<file path="src/rtl/bus_responder_pkg.sv">
// Shared types for the strobe-protocol responder.
// State codes, default widths, direction helper.
package bus_responder_pkg;

  localparam int DEF_DATA_W = 8;
  localparam int DEF_ADDR_W = 4;

  typedef enum logic [3:0] {
    IDLE      = 4'h0,
    RD_WAIT   = 4'h1,
    RD_HELD   = 4'h2,
    RD_DRIVE  = 4'h3,
    WR_WAIT   = 4'h4,
    WR_HELD   = 4'h5,
    WR_COMMIT = 4'h6
  } state_t;

  function automatic logic is_rd(state_t s);
    return s inside {RD_WAIT, RD_HELD, RD_DRIVE};
  endfunction

endpackage

</file>
<file path="src/rtl/bus_word_mem.sv">
// Word array: synchronous write, asynchronous read.
// Ports: clock, we, addr, wdata, rdata.
module bus_word_mem
  import bus_responder_pkg::*;
#(
  parameter int DATA_W = DEF_DATA_W,
  parameter int ADDR_W = DEF_ADDR_W
) (
  input  logic              clock,
  input  logic              we,
  input  logic [ADDR_W-1:0] addr,
  input  logic [DATA_W-1:0] wdata,
  output logic [DATA_W-1:0] rdata
);

  logic [DATA_W-1:0] mem [2**ADDR_W];

  always_ff @(posedge clock) begin
    if (we) mem[addr] <= wdata;
  end

  assign rdata = mem[addr];

endmodule

</file>
<file path="src/rtl/bus_responder.sv">
// Memory-side responder for the six-phase strobe bus.
// Ports: strobes in; data_out/data_oe, addr, write_done, error out.
module bus_responder
  import bus_responder_pkg::*;
#(
  parameter int DATA_W = DEF_DATA_W,
  parameter int ADDR_W = DEF_ADDR_W
) (
  input  logic              clock,
  input  logic              reset,
  input  logic              chipSelect,
  input  logic              readEnable,
  input  logic              outputEnable,
  input  logic              increment,
  input  logic              latch,
  input  logic              dataValid,
  input  logic [DATA_W-1:0] data_in,
  output logic [DATA_W-1:0] data_out,
  output logic              data_oe,
  output logic [ADDR_W-1:0] addr,
  output logic              write_done,
  output logic              error
);

  state_t            state, state_n;
  logic [ADDR_W-1:0] addr_n;
  logic [DATA_W-1:0] rd_reg, rd_n;
  logic [DATA_W-1:0] wr_reg, wr_n;
  logic [DATA_W-1:0] dout_n;
  logic [DATA_W-1:0] rdata;
  logic              oe_n;
  logic              done_n;
  logic              err_n;
  logic              we;

  bus_word_mem #(
    .DATA_W (DATA_W),
    .ADDR_W (ADDR_W)
  ) u_mem (
    .clock (clock),
    .we    (we),
    .addr  (addr),
    .wdata (wr_reg),
    .rdata (rdata)
  );

  always_comb begin
    state_n = state;
    addr_n  = addr;
    rd_n    = rd_reg;
    wr_n    = wr_reg;
    dout_n  = data_out;
    oe_n    = 1'b0;
    done_n  = 1'b0;
    err_n   = error;
    we      = 1'b0;
    if (!chipSelect) begin
      // mem reads/writes use addr, i.e. the
      // pre-increment address
      if (increment) addr_n = addr + 1'b1;
      if (state == IDLE) begin
        if (readEnable) begin
          state_n = latch ? RD_HELD : RD_WAIT;
          if (latch) rd_n = rdata;
        end else begin
          state_n = latch ? WR_HELD : WR_WAIT;
          if (latch) wr_n = data_in;
        end
      end else if (readEnable != is_rd(state)) begin
        state_n = readEnable ? RD_WAIT : WR_WAIT;
      end else begin
        unique case (state)
          RD_WAIT: begin
            if (latch) begin
              state_n = RD_HELD;
              rd_n    = rdata;
            end else if (!outputEnable) begin
              // early drive: flag it, put out stale data
              err_n = 1'b1;
              oe_n  = 1'b1;
            end
          end
          RD_HELD: begin
            if (latch) begin
              rd_n = rdata;
            end else if (!outputEnable) begin
              state_n = RD_DRIVE;
              oe_n    = 1'b1;
            end
          end
          RD_DRIVE: begin
            oe_n = !outputEnable;
            if (latch) rd_n = rdata;
            else if (outputEnable) state_n = RD_WAIT;
          end
          WR_WAIT: begin
            if (latch) begin
              state_n = WR_HELD;
              wr_n    = data_in;
            end else if (dataValid) begin
              err_n = 1'b1;
            end
          end
          WR_HELD: begin
            if (latch) begin
              wr_n = data_in;
            end else if (dataValid) begin
              state_n = WR_COMMIT;
              we      = 1'b1;
              done_n  = 1'b1;
            end
          end
          WR_COMMIT: state_n = WR_WAIT;
          default:   state_n = IDLE;
        endcase
      end
    end
    if (oe_n) dout_n = rd_reg;
  end

  always_ff @(posedge clock or posedge reset) begin
    if (reset) begin
      state      <= IDLE;
      addr       <= '0;
      rd_reg     <= '0;
      wr_reg     <= '0;
      data_out   <= '0;
      data_oe    <= 1'b0;
      write_done <= 1'b0;
      error      <= 1'b0;
    end else begin
      state      <= state_n;
      addr       <= addr_n;
      rd_reg     <= rd_n;
      wr_reg     <= wr_n;
      data_out   <= dout_n;
      data_oe    <= oe_n;
      write_done <= done_n;
      error      <= err_n;
    end
  end

endmodule

</file>
<file path="config.mk">
export PLATFORM = sky130hd
export DESIGN_NAME = bus_responder
export DESIGN_NICKNAME = d
export VERILOG_FILES = /design/src/rtl/bus_responder_pkg.sv /design/src/rtl/bus_word_mem.sv /design/src/rtl/bus_responder.sv
export SDC_FILE = /design/constraint.sdc
export NUM_CORES = 1
export LEC_CHECK = 0
export ABC_AREA = 1
export BUFFER_PORTS_ARGS = -buffer_cell sky130_fd_sc_hd__buf_2
export CORE_AREA = 2 2 116 118
export CTS_CLUSTER_DIAMETER = 50
export DETAILED_ROUTE_END_ITERATION = 6
export DIE_AREA = 0 0 118 120
export PLACE_DENSITY = 0.8
export SYNTH_ARGS = -nofsm -noshare
export SYNTH_HDL_FRONTEND = slang
export SYNTH_HIERARCHICAL = 1
export SYNTH_SLANG_ARGS = --single-unit
</file>
<file path="constraint.sdc">
create_clock -name clock -period 2.1 [get_ports clock]
set_clock_uncertainty 0.2 [all_clocks]
set_input_delay 0.21 -clock clock [delete_from_list [all_inputs] [get_ports clock]]
set_output_delay 0.21 -clock clock [all_outputs]
set_load 0.01 [all_outputs]
</file>
==> results of run 1 <==
[how the worst max path moves through the flow]
stage / from / to
final: latch / u_mem/mem[7][4]$_DFFE_PP_
after global placement: state[0]$_DFFE_PP0P_ / u_mem/mem[3][0]$_DFFE_PP_
after CTS: latch / u_mem/mem[15][5]$_DFFE_PP_
after global routing: latch / u_mem/mem[15][5]$_DFFE_PP_
after floorplan: state[2]$_DFFE_PP0P_ / u_mem/mem[3][0]$_DFFE_PP_
after detailed placement: state[0]$_DFFE_PP0P_ / u_mem/mem[15][3]$_DFFE_PP_
[through the flow]
step	cell area [um^2]	std cells
2_1_floorplan	7010	728
5_1_grt	8260	992
6_report	8260	992
3_3_place_gp	7540	945
4_1_cts	8240	992
3_5_place_dp	7540	945
[layer usage]
| metal | vias to the layer above | track usage, % | part of all wire [%] |
|---|---|---|---|
| li1 | 2472 | - | - |
| met3 | 50 | 5.66 | 7.1 |
| met4 | 0 | 14.5 | 4.6 |
| met1 | 2336 | 29.7 | 41 |
| met5 | - | 0 | 0 |
| met2 | 222 | 37.0 | 48 |
[what timing repair did]
action                                 in CTS  in global routing
endpoints found under the hold margin      50                  0
resized for setup                           0                  4
setup endpoints to repair                   0                 72
hold buffers                               15                  0
[where the power goes]
part           switching [mW]  total, mW  internal (mW)  leakage (nW)
Clock                    1.22       2.85           1.63         0.271
Sequential              0.553       4.61           4.06          1.58
Combinational            2.26       3.38           1.11          1.94
[synth_stat cells (all sizes together)]
| library cell | instances |
|---|---|
| mux2 | 3 |
| clkinv | 1 |
| nand4 | 2 |
| dfrtp | 34 |
| nor2 | 30 |
| a21oi | 7 |
| nor3 | 3 |
| xor2 | 1 |
| o21ai | 18 |
| buf | 22 |
| nand2 | 404 |
| ha | 2 |
| inv | 49 |
| edfxtp | 128 |
| clkbuf | 3 |
| xnor2 | 2 |
| nand3 | 19 |
[cell type report]
| cell class | instances | area, um^2 | area share, % |
|---|---|---|---|
| Inverter | 50 | 188 | 2.27 |
| Sequential cell | 162 | 4700 | 56.9 |
| Clock buffer | 22 | 485 | 5.88 |
| Timing Repair Buffer | 81 | 608 | 7.36 |
| Tap cell | 176 | 220 | 2.67 |
| Clock inverter | 10 | 57.6 | 0.697 |
| Multi-Input combinational cell | 491 | 2000 | 24.3 |
[logic make-up after synthesis]
family,synth area share [%]
flops,67.0
buf+inv,4.75
mux,0.482
simple gates,25.1
compound gates,1.95
fa+ha+maj,0.357
xor+xnor,0.375
[tightest hold or removal path: cells and delay by family]
kind	cells	cell delay (ns)
compound gates	1	0.11
simple gates	3	0.22
buf+inv	2	0.23
==> results.json, run 1 <==
{
  "cp_top_family": "buffers and inverters",
  "clock.fmax_ghz": 0.498,
  "p_per_area_mw_per_mm2": 1310,
  "tns_ns": 0,
  "synthTopCellsByArea": "edfxtp_1, nand2_1, dfrtp_1",
  "yosysTopAreaCell": "edfxtp_1",
  "cts.sink_count": 162,
  "die-height_um": 120,
  "r2r_end": "u_mem/mem[7][4]$_DFFE_PP_",
  "wire_per_inst_um": 15.7,
  "yosysTopAreaCellShare_pct": 54.8,
  "cp.arrival_ns": 1.95,
  "finalWorstSetupSlack_ns": 0.0922,
  "clk_pin_slew_ns": 0.06,
  "via_per_inst": 5.12,
  "antenna_found_initial": 0,
  "path_cells": "dlygate4sd3_1 -> buf_2 -> inv_1 -> nand2_1 -> nor3_1 -> buf_4 -> nand3_2 -> nor2_1 -> buf_4",
  "worst_slew_pin_slew_ns": 0.719,
  "r2r_slack_ns": 0.14,
  "setup_viol": 0,
  "fin_hold_ws_ns": 0.172,
  "min_period_ns": 2.01,
  "cts_tree": "yes",
  "outcome": "complete, no violations",
  "hpwlAfterDp_um": 9940,
  "netlist_area_mm2": 0.00701,
  "endpoint_kind": "register",
  "drive_gt1_share_pct": 13.7,
  "grt_use_total_pct": 23.5,
  "hold_viol": 0,
  "grt_remaining_overflow": 0,
  "total_power_mw": 10.8,
  "cts_post_setup_buffers_inserted": 0,
  "reg2reg_depth": 8,
  "clockBufferDepth": 2,
  "ys_seq_elements": 162,
  "rsz0062_at_grt": "false",
  "drv_cap": 0,
  "numCtsBuffers": 17,
  "synthDistinctLibCells": 25,
  "synth_area_per_cell_um2": 9.63,
  "port_buffers": 30,
  "most-common-layout-cells": "nand2_1, edfxtp_1, inv_1, dfrtp_1, buf_4",
  "die_area_mm2": 0.0142,
  "ys_warn_count": 6,
  "worstSetupPathType": "in2reg",
  "cpPeakStageDelay_ns": 0.56,
  "io_pins": 31,
  "grt_pass1_wl_um": 24800,
  "dieWidth_um": 118,
  "nets": 821,
  "drt-initial-drc-count": 490,
  "dr.pass1.iters": 5,
  "area_growth_pct": 17.8,
  "pre_cts_slack_ns": 0.0904,
  "min_from": "readEnable",
  "start_util_pct": 54.0,
  "yosysSeqAreaShare_pct": 67.0,
  "coreArea_mm2": 0.0130,
  "grt_max_degree": 67,
  "hp-class": "in2reg",
  "grt_pass1_vias": 4954,
  "regMostFlops": "u_mem/mem",
  "synthesis.nets": 746,
  "drc": 0,
  "crit_cells": 9,
  "diodes": 0,
  "fin_util_pct": 63.6,
  "cp_max_fo": 8,
  "r2r-start": "state[0]$_DFFE_PP0P_",
  "gp_congestion": 0.916,
  "wirelength_um": 15600,
  "largest_reg_flops": 128,
  "synth_cells": 728,
  "cp_num_buf_inv": 5,
  "via_count": 5080,
  "min_to": "state[0]$_DFFE_PP0P_",
  "fill_cells": 1015,
  "finalCritPeriodShare_pct": 95.6,
  "max_slew_margin_pct": 52.1,
  "clk_latency_ns": 0.43,
  "crit_path_top_delay_cell": "dlygate4sd3_1",
  "start_kind": "input port",
  "cts-root-buf": "clkbuf_16",
  "min_delay_path_depth": 6,
  "cts.htree.levels": 4,
  "cpMostUsedCell": "buf_4",
  "required_ns": 2.04,
  "rows": 42,
  "leakage_nw": 3.80,
  "slew_viol_final": 0,
  "antenna_left": 0,
  "final_common_cell": "nand2_1",
  "ir_worst_vdd_v": 0.000964
}
(Power assumes the default switching activity.)
==> run 2: changes to the inputs <==
--- a/config.mk
+++ b/config.mk
@@ -8,6 +8,7 @@
 export ABC_AREA = 1
 export BUFFER_PORTS_ARGS = -buffer_cell sky130_fd_sc_hd__buf_2
 export CORE_AREA = 2 2 116 118
+export CTS_BUF_LIST = sky130_fd_sc_hd__clkbuf_2 sky130_fd_sc_hd__clkbuf_4 sky130_fd_sc_hd__clkbuf_8
 export CTS_CLUSTER_DIAMETER = 50
 export DETAILED_ROUTE_END_ITERATION = 6
 export DIE_AREA = 0 0 118 120
==> results.json, run 2 (synthesis results as in run 1) <==
{
  "outcome": "complete, no violations",
  "grt_remaining_overflow": 0,
  "largest_reg_flops": 128,
  "hold_viol": 0,
  "final_common_cell": "nand2_1",
  "port_buffers": 30,
  "via_count": 5025,
  "min_period_ns": 1.98,
  "clock_power_share_pct": 21.0,
  "hp-class": "in2reg",
  "dr_wl_met2_um": 7360,
  "wire_per_inst_um": 15.4,
  "p_per_area_mw_per_mm2": 1250,
  "grt_pass1_wl_um": 24500,
  "clk_latency_ns": 0.46,
  "nets": 821,
  "antenna_found_initial": 0,
  "start_util_pct": 54.0,
  "clockBufferDepth": 2,
  "cts.htree.levels": 4,
  "area_growth_pct": 15.2,
  "drt-initial-drc-count": 439,
  "switching_share_pct": 38.6,
  "rsz0062_at_grt": "false",
  "cts-root-buf": "clkbuf_8",
  "finalCritPeriodShare_pct": 94.5,
  "cts.sink_count": 162,
  "grt_use_total_pct": 23.1,
  "dr.max_layer_used": "met4",
  "leakage_nw": 3.72,
  "r2r_slack_ns": 0.12,
  "drive_gt1_share_pct": 13.8,
  "max_slew_margin_pct": 51.2,
  "setup_viol": 0,
  "io_pins": 31,
  "path_cells": "inv_2 -> nor2_1 -> nand2_1 -> nor3_1 -> buf_4 -> nand3_1 -> nor2_1 -> buf_4",
  "grt_max_degree": 67,
  "cp_num_buf_inv": 3,
  "worst_slew_pin_slew_ns": 0.733,
  "pre_cts_slack_ns": 0.0904,
  "total_power_mw": 10.1,
  "fill_cells": 1035,
  "ir_worst_vdd_v": 0.000975,
  "coreArea_mm2": 0.0130,
  "gp_congestion": 0.916,
  "regArea_mm2": 0.00470,
  "start_kind": "register",
  "die_area_mm2": 0.0142,
  "required_ns": 2.07,
  "p_int_mw": 6.18,
  "rows": 42,
  "cts_tree": "yes",
  "via_per_inst": 5.07,
  "endpoint_kind": "register",
  "multi_input_area_mm2": 0.00200,
  "slew_viol_final": 0,
  "dr_wl_met3_um": 1130,
  "seq_power_share_pct": 45.7,
  "drc": 0,
  "grt_pass1_vias": 4866,
  "crit_path_top_delay_cell": "dfrtp_1",
  "worstSetupPathType": "reg2reg",
  "clock.fmax_ghz": 0.504,
  "cp.arrival_ns": 1.95,
  "most-common-layout-cells": "nand2_1, edfxtp_1, inv_1, dfrtp_1, buf_4",
  "hpwlAfterDp_um": 9940,
  "drv_cap": 0,
  "diodes": 0,
  "die-height_um": 120,
  "cp_max_fo": 8,
  "finalWorstSetupSlack_ns": 0.116,
  "dieWidth_um": 118,
  "wirelength_um": 15300,
  "cts_post_setup_buffers_inserted": 0,
  "cpPeakStageDelay_ns": 0.37,
  "dr.pass1.iters": 5,
  "cp_top_family": "simple AND/OR/NAND/NOR gates",
  "antenna_left": 0,
  "regMostFlops": "u_mem/mem",
  "power_switching_mw": 3.88,
  "power_frac_comb_pct": 33.3,
  "wl_met1_um": 6300,
  "numCtsBuffers": 17,
  "clk_pin_slew_ns": 0.08
}
-- run 2: changes by cell type in the layout (fill, tap and decap cells not counted), sizes merged --
cell,delta
clkbuf,-1
bufinv,+1
-- run 2: worst paths after layout --
| path | startpoint | to | depth (start not counted) |
|---|---|---|---|
| worst max-delay path | state[0]$_DFFE_PP0P_ | u_mem/mem[0][2]$_DFFE_PP_ | 8 |
| worst min-delay path | readEnable | state[2]$_DFFE_PP0P_ | 7 |
| worst max register to register | state[0]$_DFFE_PP0P_ | u_mem/mem[0][2]$_DFFE_PP_ | 8 |
| worst min register to register | error$_DFFE_PP0P_ | error$_DFFE_PP0P_ | 2 |
| max in group asynchronous | reset | addr[0]$_DFFE_PP0P_ | 4 |
| min in group asynchronous | reset | data_out[1]$_DFFE_PP0P_ | 4 |
-- run 2: worst reg2reg max path, stage by stage (launching register included) --
cell and delay [ns]:
dfrtp_1 0.37, inv_2 0.06, nor2_1 0.15, nand2_1 0.07, nor3_1 0.13, buf_4 0.18, nand3_1 0.20, nor2_1 0.15
buf_4 0.19
-- run 2: cell type report --
class	count	area share, %
Clock buffer	21	3.42
Clock inverter	11	1.08
Inverter	50	2.32
Multi-Input combinational cell	491	24.7
Sequential cell	162	58.2
Tap cell	176	2.73
Timing Repair Buffer	81	7.53
-- run 2: layer usage --
metal / track usage (%) / up-vias
li1: - / 2475
met1: 29.6 / 2303
met2: 37.0 / 213
met3: 5.13 / 34
met4: 12.2 / 0
met5: 0 / -
-- run 2: timing repair --
item                                    4_1_cts  5_1_grt
hold endpoints to repair                     50        0
hold buffers                                 15        0
resized for setup                             0        3
endpoints found under the setup margin        0       47
-- run 2: power groups by stage --
stage          registers (mW)  logic, mW  clock network [mW]
6_report                 4.60       3.35                2.11
5_1_grt                  4.65       3.81                2.26
4_1_cts                  4.59       3.34                2.15
3_5_place_dp             4.67       3.30                   0
3_3_place_gp             4.64       3.24                   0
2_1_floorplan            4.47       2.26                   0
-- run 2: stage by stage --
stage          cell area, um^2  cells  hold slack, ns  util, %  TNS [ns]
4_1_cts                   8060    992          0.0875     62.1         0
3_3_place_gp              7540    945           0.123     58.1         0
5_1_grt                   8070    992           0.141     62.2         0
2_1_floorplan             7010    728           0.130        -     -6.42
3_5_place_dp              7540    945           0.128     58.1         0
6_report                  8070    992           0.119     62.2         0
==> run 3: changes to the inputs <==
--- a/config.mk
+++ b/config.mk
@@ -12,8 +12,7 @@
 export CTS_CLUSTER_DIAMETER = 50
 export DETAILED_ROUTE_END_ITERATION = 6
 export DIE_AREA = 0 0 118 120
-export PLACE_DENSITY = 0.8
+export PLACE_DENSITY = 0.79
 export SYNTH_ARGS = -nofsm -noshare
 export SYNTH_HDL_FRONTEND = slang
-export SYNTH_HIERARCHICAL = 1
 export SYNTH_SLANG_ARGS = --single-unit
==> results.json, run 3 <==
{
  "leakage_nw": 3.57,
  "synth_cells": 691,
  "clock.fmax_ghz": 0.491,
  "netlist_area_mm2": 0.00698,
  "cts_post_setup_buffers_inserted": 0,
  "path_cells": "dlygate4sd3_1 -> buf_2 -> inv_1 -> nand3_1 -> nor2_1 -> buf_4 -> nand2_1 -> nor2_1 -> buf_4",
  "io_pins": 31,
  "r2r_end": "error$_DFFE_PP0P_",
  "drt-initial-drc-count": 525,
  "area_growth_pct": 17.0,
  "coreArea_mm2": 0.0130,
  "die-height_um": 120,
  "synth_edf_count": 128,
  "start_util_pct": 53.8,
  "largest_reg_flops": 128,
  "r2r_slack_ns": 0.11,
  "ys_seq_elements": 162,
  "crit_path_top_delay_cell": "dlygate4sd3_1",
  "diodes": 0,
  "cts.sink_count": 162,
  "antenna_found_initial": 0,
  "hold_viol": 0,
  "synth_ff_type": "edfxtp_1",
  "via_count": 5109,
  "rows": 42,
  "place_inst": 914,
  "cp_num_buf_inv": 5,
  "yosysSeqAreaShare_pct": 67.3,
  "antenna_left": 0,
  "dr.pass1.iters": 6,
  "rsz0062_at_grt": "true",
  "outcome": "complete, no violations",
  "ys_warn_count": 0,
  "hp-class": "in2async",
  "drive_gt1_share_pct": 15.2,
  "switching_share_pct": 36.3,
  "required_ns": 2.06,
  "start_kind": "input port",
  "power_frac_comb_pct": 34.9,
  "seq_power_share_pct": 40.2,
  "clk_latency_ns": 0.44,
  "grt_max_degree": 34,
  "slew_viol_final": 0,
  "port_buffers": 30,
  "instances_no_fill": 961,
  "worst_slew_pin_slew_ns": 0.514,
  "gp_congestion": 0.898,
  "fin_hold_ws_ns": 0.0637,
  "pre_cts_slack_ns": 0.181,
  "grt_use_total_pct": 24.3,
  "cp_max_fo": 8,
  "wire_per_inst_um": 16.8,
  "synthDistinctLibCells": 26,
  "synthesis.nets": 712,
  "wirelength_um": 16100,
  "dieWidth_um": 118,
  "cp_top_family": "buffers and inverters",
  "yosysTopAreaCell": "edfxtp_1",
  "endpoint_kind": "register",
  "synthTopCellsByArea": "edfxtp_1, nand2_1, dfrtp_1",
  "yosysMostFrequentCell": "nand2_1",
  "p_per_area_mw_per_mm2": 1310,
  "clockBufferDepth": 2,
  "p_int_mw": 6.79,
  "regMostFlops": "u_mem.mem",
  "r2r-start": "state[0]$_DFFE_PP0P_",
  "worstSetupPathType": "in2reg",
  "reg2reg_depth": 8,
  "fin_util_pct": 62.9,
  "cts_tree": "yes",
  "nets": 793,
  "clk_pin_slew_ns": 0.08,
  "die_area_mm2": 0.0142,
  "place_area_mm2": 0.00753,
  "clock_power_share_pct": 24.9,
  "finalCritPeriodShare_pct": 97.0,
  "max_slew_margin_pct": 65.7,
  "final_common_cell": "nand2_1",
  "synth_area_per_cell_um2": 10.1,
  "grt_pass1_wl_um": 25700,
  "grt_pass1_vias": 5098,
  "cpPeakStageDelay_ns": 0.53,
  "drv_cap": 0,
  "grt_remaining_overflow": 0,
  "most-common-layout-cells": "nand2_1, edfxtp_1, nor2_1, nand3_1, inv_1",
  "finalWorstSetupSlack_ns": 0.0620,
  "drc": 0,
  "setup_viol": 0,
  "yosysTopAreaCellShare_pct": 55.1,
  "cp.arrival_ns": 2.00,
  "async_reset_ff_share_pct": 21.0,
  "fin_area_mm2": 0.00817,
  "power_switching_mw": 3.87,
  "ir_worst_vdd_v": 0.000960,
  "cts.htree.levels": 4,
  "synth_common_cells": "nand2_1, edfxtp_1, nor2_1",
  "hpwlAfterDp_um": 10500,
  "via_per_inst": 5.32,
  "min_period_ns": 2.04,
  "numCtsBuffers": 17,
  "cts-root-buf": "clkbuf_8",
  "fill_cells": 990
}
## run 3: cell types whose count changed in the layout (fill, tap and decap cells not counted), moves of 4 or more
cell       change
a21oi_1        -7
buf_4          +8
bufinv_16      +5
clkinv_2       -4
inv_1         +20
nand2_1      -166
nand3_1       +58
nor2_1        +48
## run 3: kinds of logic (layout without fill, tap and decap cells)
group           count (synthesis)  in the layout  synth area share [%]
fa+ha+maj                       5              5                 0.896
simple gates                  400            400                  23.7
compound gates                 26             26                  2.06
buf+inv                        95            189                  5.74
flops                         162            162                  67.3
xor+xnor                        3              3                 0.376
## run 3: worst max-delay path by stage
stage | endpoint | cells past startpoint | from
CTS | u_mem.mem[10][5]$_DFFE_PP_ | 9 | latch
floorplan | u_mem.mem[14][0]$_DFFE_PP_ | 6 | addr[0]$_DFFE_PP0P_
finish | u_mem.mem[10][0]$_DFFE_PP_ | 9 | latch
global placement | u_mem.mem[14][0]$_DFFE_PP_ | 8 | latch
detailed placement | u_mem.mem[3][5]$_DFFE_PP_ | 4 | addr[2]$_DFFE_PP0P_
global route | u_mem.mem[3][5]$_DFFE_PP_ | 9 | latch
## run 3: what timing repair did
item / 4_1_cts / 5_1_grt
resized for setup: 0 / 3
hold endpoints to repair: 48 / 0
hold buffers: 15 / 0
setup endpoints to repair: 0 / 48
## run 3: worst min-delay path: stages
cell and delay, ns:
dlygate4sd3_1 0.53, buf_2 0.12, inv_1 0.25
## run 3: cell type report
class,instances,area [um^2],share of cell area (%)
clock inverter,11,209,2.56
multi-input combinational,434,1900,23.2
tap,176,220,2.70
inverter,71,269,3.29
timing repair buffer,86,608,7.44
clock buffer,21,270,3.31
sequential,162,4700,57.5
## run 3: metal layers
| layer | routed length, um | track usage (%) |
|---|---|---|
| met3 | 1330 | 6.08 |
| met4 | 583 | 11.3 |
| met2 | 7780 | 39.6 |
| met1 | 6420 | 30.7 |
| met5 | 0 | 0 |
## run 3: power groups by stage
| stage | clock (mW) | combinational, mW | sequential, mW |
|---|---|---|---|
| after floorplan | 0 | 2.17 | 4.50 |
| after global placement | 0 | 3.51 | 4.34 |
| after detailed placement | 0 | 3.60 | 4.36 |
| after CTS | 2.68 | 3.65 | 4.29 |
| after global routing | 2.80 | 4.11 | 4.33 |
| final | 2.65 | 3.72 | 4.29 |
## run 3: stage by stage
| step | total power [mW] | TNS, ns |
|---|---|---|
| after floorplan | 6.67 | 0 |
| after detailed placement | 7.96 | 0 |
| final | 10.7 | 0 |
| after CTS | 10.6 | 0 |
| after global placement | 7.85 | 0 |
| after global routing | 11.2 | -0.419 |
